==> config.mk <==
export PLATFORM = sky130hd
export DESIGN_NAME = interp_div_pipe
export DESIGN_NICKNAME = d
export VERILOG_FILES = /design/src/rtl/interp_div_pipe.sv
export SDC_FILE = /design/constraint.sdc
export NUM_CORES = 1
export LEC_CHECK = 0
export BUFFER_PORTS_ARGS = -buffer_cell sky130_fd_sc_hd__buf_4
export CAP_MARGIN = 40
export CORE_ASPECT_RATIO = 0.9
export CORE_MARGIN = 5
export CORE_UTILIZATION = 60
export DETAILED_ROUTE_END_ITERATION = 16
export PLACE_DENSITY = 0.83
export SYNTH_ARGS = -nofsm -noshare
export SYNTH_HDL_FRONTEND = slang
export SYNTH_SLANG_ARGS = --single-unit
==> constraint.sdc <==
create_clock -name clk -period 16.9 [get_ports clk]
set_input_delay 1.69 -clock clk [delete_from_list [all_inputs] [get_ports clk]]
set_output_delay 1.69 -clock clk [all_outputs]
set_load 0.005 [all_outputs]
==> src/rtl/interp_div_pipe.sv <==
// Three-stage I/Q scaler: multiply by a mode-selected reciprocal constant, then
// round half up, shift by FRAC_BITS and saturate. Global-enable valid/ready stall.
module interp_div_pipe #(
  parameter int IN_WIDTH   = 20,
  parameter int OUT_WIDTH  = 17,
  parameter int FRAC_BITS  = 6,
  parameter int PROD_WIDTH = IN_WIDTH + FRAC_BITS + 2
) (
  input  logic                        clk,
  input  logic                        rst_n,
  input  logic                        in_valid,
  output logic                        in_ready,
  input  logic signed [IN_WIDTH-1:0]  in_i,
  input  logic signed [IN_WIDTH-1:0]  in_q,
  input  logic [1:0]                  mode,
  output logic                        out_valid,
  input  logic                        out_ready,
  output logic signed [OUT_WIDTH-1:0] out_i,
  output logic signed [OUT_WIDTH-1:0] out_q,
  output logic                        ovf_sticky,
  input  logic                        ovf_clr
);

  localparam int KW = FRAC_BITS + 2;
  localparam logic signed [KW-1:0] K1  = KW'(2 ** FRAC_BITS);
  localparam logic signed [KW-1:0] K3  = KW'((2 ** FRAC_BITS + 1) / 3);
  localparam logic signed [KW-1:0] K23 = KW'((2 ** (FRAC_BITS + 1) + 1) / 3);
  localparam logic signed [KW-1:0] K2  = KW'(2 ** (FRAC_BITS - 1));
  localparam logic signed [PROD_WIDTH-1:0] RND     = PROD_WIDTH'(2 ** (FRAC_BITS - 1));
  localparam logic signed [PROD_WIDTH-1:0] SAT_MAX = PROD_WIDTH'(2 ** (OUT_WIDTH - 1) - 1);
  localparam logic signed [PROD_WIDTH-1:0] SAT_MIN = ~SAT_MAX;

  logic                          v1_q, v1_d, v2_q, v2_d, v3_q, v3_d;
  logic signed [IN_WIDTH-1:0]    i1_q, i1_d, q1_q, q1_d;
  logic signed [KW-1:0]          k1_q, k1_d;
  logic signed [PROD_WIDTH-1:0]  pi2_q, pi2_d, pq2_q, pq2_d;
  logic signed [OUT_WIDTH-1:0]   oi_q, oi_d, oq_q, oq_d;
  logic                          ovf_q, ovf_d;
  logic                          en;
  logic [OUT_WIDTH:0]            ri, rq;

  // Returns {saturated, result}; the sum cannot overflow PROD_WIDTH since |K| <= 2^F.
  function automatic logic [OUT_WIDTH:0] round_sat(input logic signed [PROD_WIDTH-1:0] prod);
    logic signed [PROD_WIDTH-1:0] shifted;
    shifted = (prod + RND) >>> FRAC_BITS;
    if (shifted > SAT_MAX)      round_sat = {1'b1, SAT_MAX[OUT_WIDTH-1:0]};
    else if (shifted < SAT_MIN) round_sat = {1'b1, SAT_MIN[OUT_WIDTH-1:0]};
    else                        round_sat = {1'b0, shifted[OUT_WIDTH-1:0]};
  endfunction

  always_comb begin
    en    = !v3_q || out_ready;
    ri    = round_sat(pi2_q);
    rq    = round_sat(pq2_q);
    v1_d  = v1_q;
    i1_d  = i1_q;
    q1_d  = q1_q;
    k1_d  = k1_q;
    v2_d  = v2_q;
    pi2_d = pi2_q;
    pq2_d = pq2_q;
    v3_d  = v3_q;
    oi_d  = oi_q;
    oq_d  = oq_q;
    if (en) begin
      v1_d = in_valid;
      i1_d = in_i;
      q1_d = in_q;
      case (mode)
        2'd0:    k1_d = K1;
        2'd1:    k1_d = K3;
        2'd2:    k1_d = K23;
        default: k1_d = K2;
      endcase
      v2_d  = v1_q;
      pi2_d = PROD_WIDTH'(i1_q) * PROD_WIDTH'(k1_q);
      pq2_d = PROD_WIDTH'(q1_q) * PROD_WIDTH'(k1_q);
      v3_d  = v2_q;
      // Output data only moves for real samples so a bubble never disturbs it.
      if (v2_q) begin
        oi_d = ri[OUT_WIDTH-1:0];
        oq_d = rq[OUT_WIDTH-1:0];
      end
    end
    if (en && v2_q && (ri[OUT_WIDTH] || rq[OUT_WIDTH])) ovf_d = 1'b1;
    else if (ovf_clr)                                  ovf_d = 1'b0;
    else                                               ovf_d = ovf_q;
  end

  always_ff @(posedge clk or negedge rst_n) begin
    if (!rst_n) begin
      v1_q  <= 1'b0;
      v2_q  <= 1'b0;
      v3_q  <= 1'b0;
      i1_q  <= '0;
      q1_q  <= '0;
      k1_q  <= '0;
      pi2_q <= '0;
      pq2_q <= '0;
      oi_q  <= '0;
      oq_q  <= '0;
      ovf_q <= 1'b0;
    end else begin
      v1_q  <= v1_d;
      v2_q  <= v2_d;
      v3_q  <= v3_d;
      i1_q  <= i1_d;
      q1_q  <= q1_d;
      k1_q  <= k1_d;
      pi2_q <= pi2_d;
      pq2_q <= pq2_d;
      oi_q  <= oi_d;
      oq_q  <= oq_d;
      ovf_q <= ovf_d;
    end
  end

  assign in_ready   = en;
  assign out_valid  = v3_q;
  assign out_i      = oi_q;
  assign out_q      = oq_q;
  assign ovf_sticky = ovf_q;

endmodule

# [Yosys cells after proc, flatten, opt, wreduce, memory -nomap -nowiden]
# Index checks and enable logic that the tools add are counted.
[totals] regBits=141 latchBits=0 ramBits=0 mem_bits_ro=0 input_bits=47 out_inout_bits=37 mem_count=0
[op_classes] addsub=2 multipliers=2 n_div=0 order_cmp=4 n_eq_ne=2 n_shift=0 muxes=7 n_bitwise=0 n_reduce_logical=8
[op_table] operator="2-to-1 mux 18 bit" count=4
[op_table] operator="adder 28 x 7 -> 28 bit (second input constant)" count=2
[op_table] operator="multiplier 20 x 8 -> 28 bit" count=2
[op_table] operator="> comparator 22 x 17 -> 1 bit (second input constant)" count=2
[op_table] operator="less-than comparator 22 x 17 -> 1 bit (second input constant)" count=2
[op_table] operator="one-hot mux 7 bit (3 select lines)" count=1
[op_table] operator="equality test 2 x 1 -> 1 bit (second input constant)" count=1
[op_table] operator="equality test 2 bit (second input constant)" count=1
[op_table] operator="logical AND 1 bit" count=2
[op_table] operator="logical NOT 2 bit" count=1
[op_table] operator="logical OR 1 bit" count=2
[op_table] operator="2-to-1 mux 1 bit" count=2
[op_table] operator="AND reduction 2 bit" count=1
[op_table] operator="nonzero test 2 bit" count=1
[op_table] operator="logical NOT 1 bit" count=1

# [Logic depth before layout (Yosys ltp)]
[depth] word_depth=7 depth_mapped=22

# [Worst setup path after synthesis]
# OpenSTA, ideal clock, no wires.
[synth_path] path_kind="reg-to-reg" from="reg k1_q[3]" to="reg pi2_q[27]" arrival_time_ps=5403 required_time_ps=16831 setup_slack_ps=11428 stages_incl_launch_ff=21 path_cell_list="dfrtp_1 > buf_2 > clkbuf_1 > clkbuf_1 > nand2_1 > fa_1 > inv_1 > fa_1 > fa_1 > inv_1 > fa_1 > inv_1 > ha_1 > a21o_1 > a221oi_2 > o21ai_2 > a221oi_4 > o31a_4 > o221ai_2 > or4_1 > nand3_1"
[synth_between] elab_chain_len=1
[synth_lines] item="from (decl)" line="35" rtl="logic signed [KW-1:0] k1_q, k1_d;"
[synth_lines] item="from (signal assigned)" line="109" rtl="k1_q <= k1_d;"
[synth_lines] item="multiplier 20 x 8 -> 28 bit" line="76" rtl="pi2_d = PROD_WIDTH'(i1_q) * PROD_WIDTH'(k1_q);"
[synth_lines] item="to (signal assigned)" line="110" rtl="pi2_q <= pi2_d;"
[synth_lines] item="to (decl)" line="36" rtl="logic signed [PROD_WIDTH-1:0] pi2_q, pi2_d, pq2_q, pq2_d;"
# No other way between the ends.
# A chain may end at the register's enable or synchronous reset.

# [Final worst setup path]
# Same ends and word-level chain as after synthesis.

==> impl_metrics.ini <==
[status]
status = complete, no violations

[clock_tree]
cts_tree = done
post_cts_buffers = 0
clock_path_buffers = 2
cts-root-buf = clkbuf_16
cts.clk_slew.worst_paths_ns = 0.06
holdBufCountCts = 0
htree_levels = 4
clk_latency_ns = 0.43
cts_sinks = 129
numCtsBuffers = 17
post_cts_resized = 0

[floorplanning]
core_um2 = 25300
dieArea_um2 = 29000
ios = 84
fp.dieW_um = 179
rows = 55
fp.dieH_um = 162
start_util_pct = 61.0

[final_layout]
finalNetCount = 2193
syn2layout_area_growth_pct = 10.2
antenna_cells = 0
utilization_pct = 67.2
fillers = 1996
stdcell_area_um2 = 17000
multiInputGateArea_um2 = 10700
regArea_um2 = 3230
drive_above_1_share_pct = 8.09
stdcell_count = 2183

[critical_path]
cpLargestDelayFamily = adder cells
r2r_start = k1_q[3]
crit_chain = buf_4 > nand2_1 > fa_1 > fa_1 > inv_1 > fa_1 > inv_1 > fa_1 > inv_1 > ha_1 > a21o_1 > a221oi_2 > o21ai_2 > a221oi_4 > o31a_4 > o221ai_2 > or4_1 > nand3_1
crit_path_frequent_cell = fa_1
crit_buf_inv = 4
cp_slowest_cell = dfrtp_1
cp-end-kind = flip-flop
max_stage_delay_ns = 0.60
startpoint_type = flip-flop
cp_max_fo = 28
r2r_cells = 18
critPathArrivalTime_ns = 6.14
path_class = reg -> reg
required_ns = 17.26
r2r-end = pi2_q[27]
ff2ff_setup_slack_ns = 11.12
cp_num_cells = 18

[timing]
period_minus_slack_ns = 5.78
slew_headroom_pct = 47.0
worst_pin_slew_ns = 0.796
finClkSkew_ns = 0.0106
hold_violations = 0
hold_ws_ns = 0.482
finalSetupTns_ns = 0
rsz0062_at_grt = no
max_freq_mhz = 173
min_period_over_period_pct = 34.2
maxSlewViolCount = 0
setup_viol = 0

[place]
dp.cells = 2150
gp_congestion = 0.896
placement.cell_area_um2 = 16300
place_hpwl_um = 25700
portBuffers = 83

[drt]
avgViaCountPerCell = 5.39
drt-pass1-iter-count = 5
route.detailed.drc = 0
num_vias = 11800
postRouteAntennaNets = 0
drt_wl_total_um = 33600
wire_per_inst_um = 15.4
drt-initial-drc-count = 651

[grt]
grt_pass1_vias = 12300
grt_usage_pct = 24.3
grt_max_degree = 77
grt_first_pass_wirelength_um = 57600
grt_antenna_before_repair = 0
grt_overflow = 0

[logic_synthesis]
synth_nets = 2144
ys_warn_count = 0
synth_seq_cells = 129
synth_flop_cell = dfrtp_1
avgSynthCellArea_um2 = 8.66
synth-seq-area-share_pct = 21.0
ys_types = 75
netlist_area_um2 = 15400
synthCells = 1779
synth_edf_count = 0
synthArstFlopShare_pct = 100

[pwr]
power_density_nw_per_um2 = 199
power_leakage_nw = 8.74
max-vdd-ir-drop_mv = 0.0815

[min_path]
hp-class = reg -> reg
min_from = out_i[16]
holdPathEnd = out_i[16]
holdPathStages = 2

[flow_run]
cap_violations = 0
-- cell type report --
type	instances	area share (%)
Multi-Input combinational cell	1246	62.8
Inverter	340	7.53
Tap cell	342	2.52
Clock buffer	22	2.73
Clock inverter	10	0.929
Sequential cell	129	19.0
Timing Repair Buffer	94	4.50
-- layer usage --
layer | routed length (um) | vias up | global-route usage [%]
met5 | 0 | - | 0
met4 | 679 | 0 | 6.56
met3 | 1700 | 66 | 4.07
met2 | 17600 | 313 | 43.5
met1 | 13600 | 5736 | 30.3
li1 | - | 5645 | -
-- report_power, final --
group / leakage (nW) / switching [mW] / internal (mW)
clock network: 0.296 / 0.140 / 0.254
logic: 6.93 / 1.33 / 1.03
registers: 1.52 / 0.163 / 0.452
-- worst min-delay path, cell delays in order (launching register included) --
cell     delay [ns]
dfrtp_1        0.35
nand2_1        0.05
nand2_1        0.05
-- cells by family (layout without fill, tap and decap cells) --
| kind of cell | after synthesis | count (layout) | synth area share (%) |
|---|---|---|---|
| AND/OR/NAND/NOR | 602 | 602 | 18.5 |
| XOR/XNOR | 104 | 104 | 5.91 |
| multiplexers | 1 | 1 | 0.0731 |
| buffers and inverters | 404 | 466 | 9.94 |
| AO/OA/AOI/OAI | 220 | 220 | 9.54 |
| adder cells (fa/ha/maj) | 319 | 319 | 35.1 |
| flip-flops | 129 | 129 | 21.0 |
-- flip-flops by register name, indices dropped and copies added, names as in the netlist --
signal / flops
pi2_q: 23
pq2_q: 23
i1_q: 20
q1_q: 20
out_i: 17
out_q: 17
k1_q: 5
out_valid: 1
ovf_sticky: 1
v1_q: 1
v2_q: 1
-- metrics by stage --
step           power [mW]  setup slack (ns)
3_5_place_dp         2.95             10.79
6_report             3.37             11.12
5_1_grt              3.76             10.88
2_1_floorplan        2.40             11.43
4_1_cts              3.39             10.77
3_3_place_gp         2.83             10.93
-- cell usage in the layout (no fill, tap or decap), types with 6 or more instances in the layout --
| cell | n |
|---|---|
| inv_1 | 339 |
| nand2_1 | 296 |
| fa_1 | 188 |
| ha_1 | 130 |
| and2_1 | 129 |
| dfrtp_1 | 129 |
| nor2_1 | 94 |
| buf_4 | 89 |
| a21oi_1 | 64 |
| xnor2_1 | 55 |
| o21ai_0 | 50 |
| xor2_1 | 49 |
| nand3_1 | 18 |
| clkbuf_16 | 17 |
| o22a_1 | 15 |
| a21o_1 | 13 |
| nand4_1 | 13 |
| a31oi_1 | 12 |
| nor3_1 | 11 |
| and3_1 | 8 |
| a211oi_1 | 6 |
-- Yosys cell counts, types with 4 or more instances --
library cell	n	area [um2]
nand2_1	296	1110
a211oi_1	6	45.0
o31ai_1	4	30.0
nor2_1	94	353
a21o_1	13	97.6
inv_1	339	1270
nand4_1	13	81.3
clkbuf_1	57	214
o21bai_1	5	37.5
a21oi_1	64	320
o22a_1	15	131
nor3_1	11	55.1
o21ai_0	50	250
fa_1	188	3760
xnor2_1	55	482
nand3_1	18	90.1
nor2b_1	6	37.5
ha_1	130	1630
and2_1	129	807
o21a_1	5	37.5
and3_1	8	50.1
a31oi_1	12	75.1
nand2b_1	5	31.3
xor2_1	49	429
o22ai_1	5	31.3
dfrtp_1	129	3230
-- worst max path at each step --
stage	startpoint	to	slack, ns
global route	k1_q[3]	pi2_q[27]	10.88
finish	k1_q[3]	pi2_q[27]	11.12
global placement	k1_q[3]	pi2_q[27]	10.93
detailed placement	k1_q[3]	pi2_q[27]	10.79
CTS	k1_q[3]	pi2_q[27]	10.77
floorplan	k1_q[3]	pi2_q[27]	11.43
(Power assumes the default switching activity.)
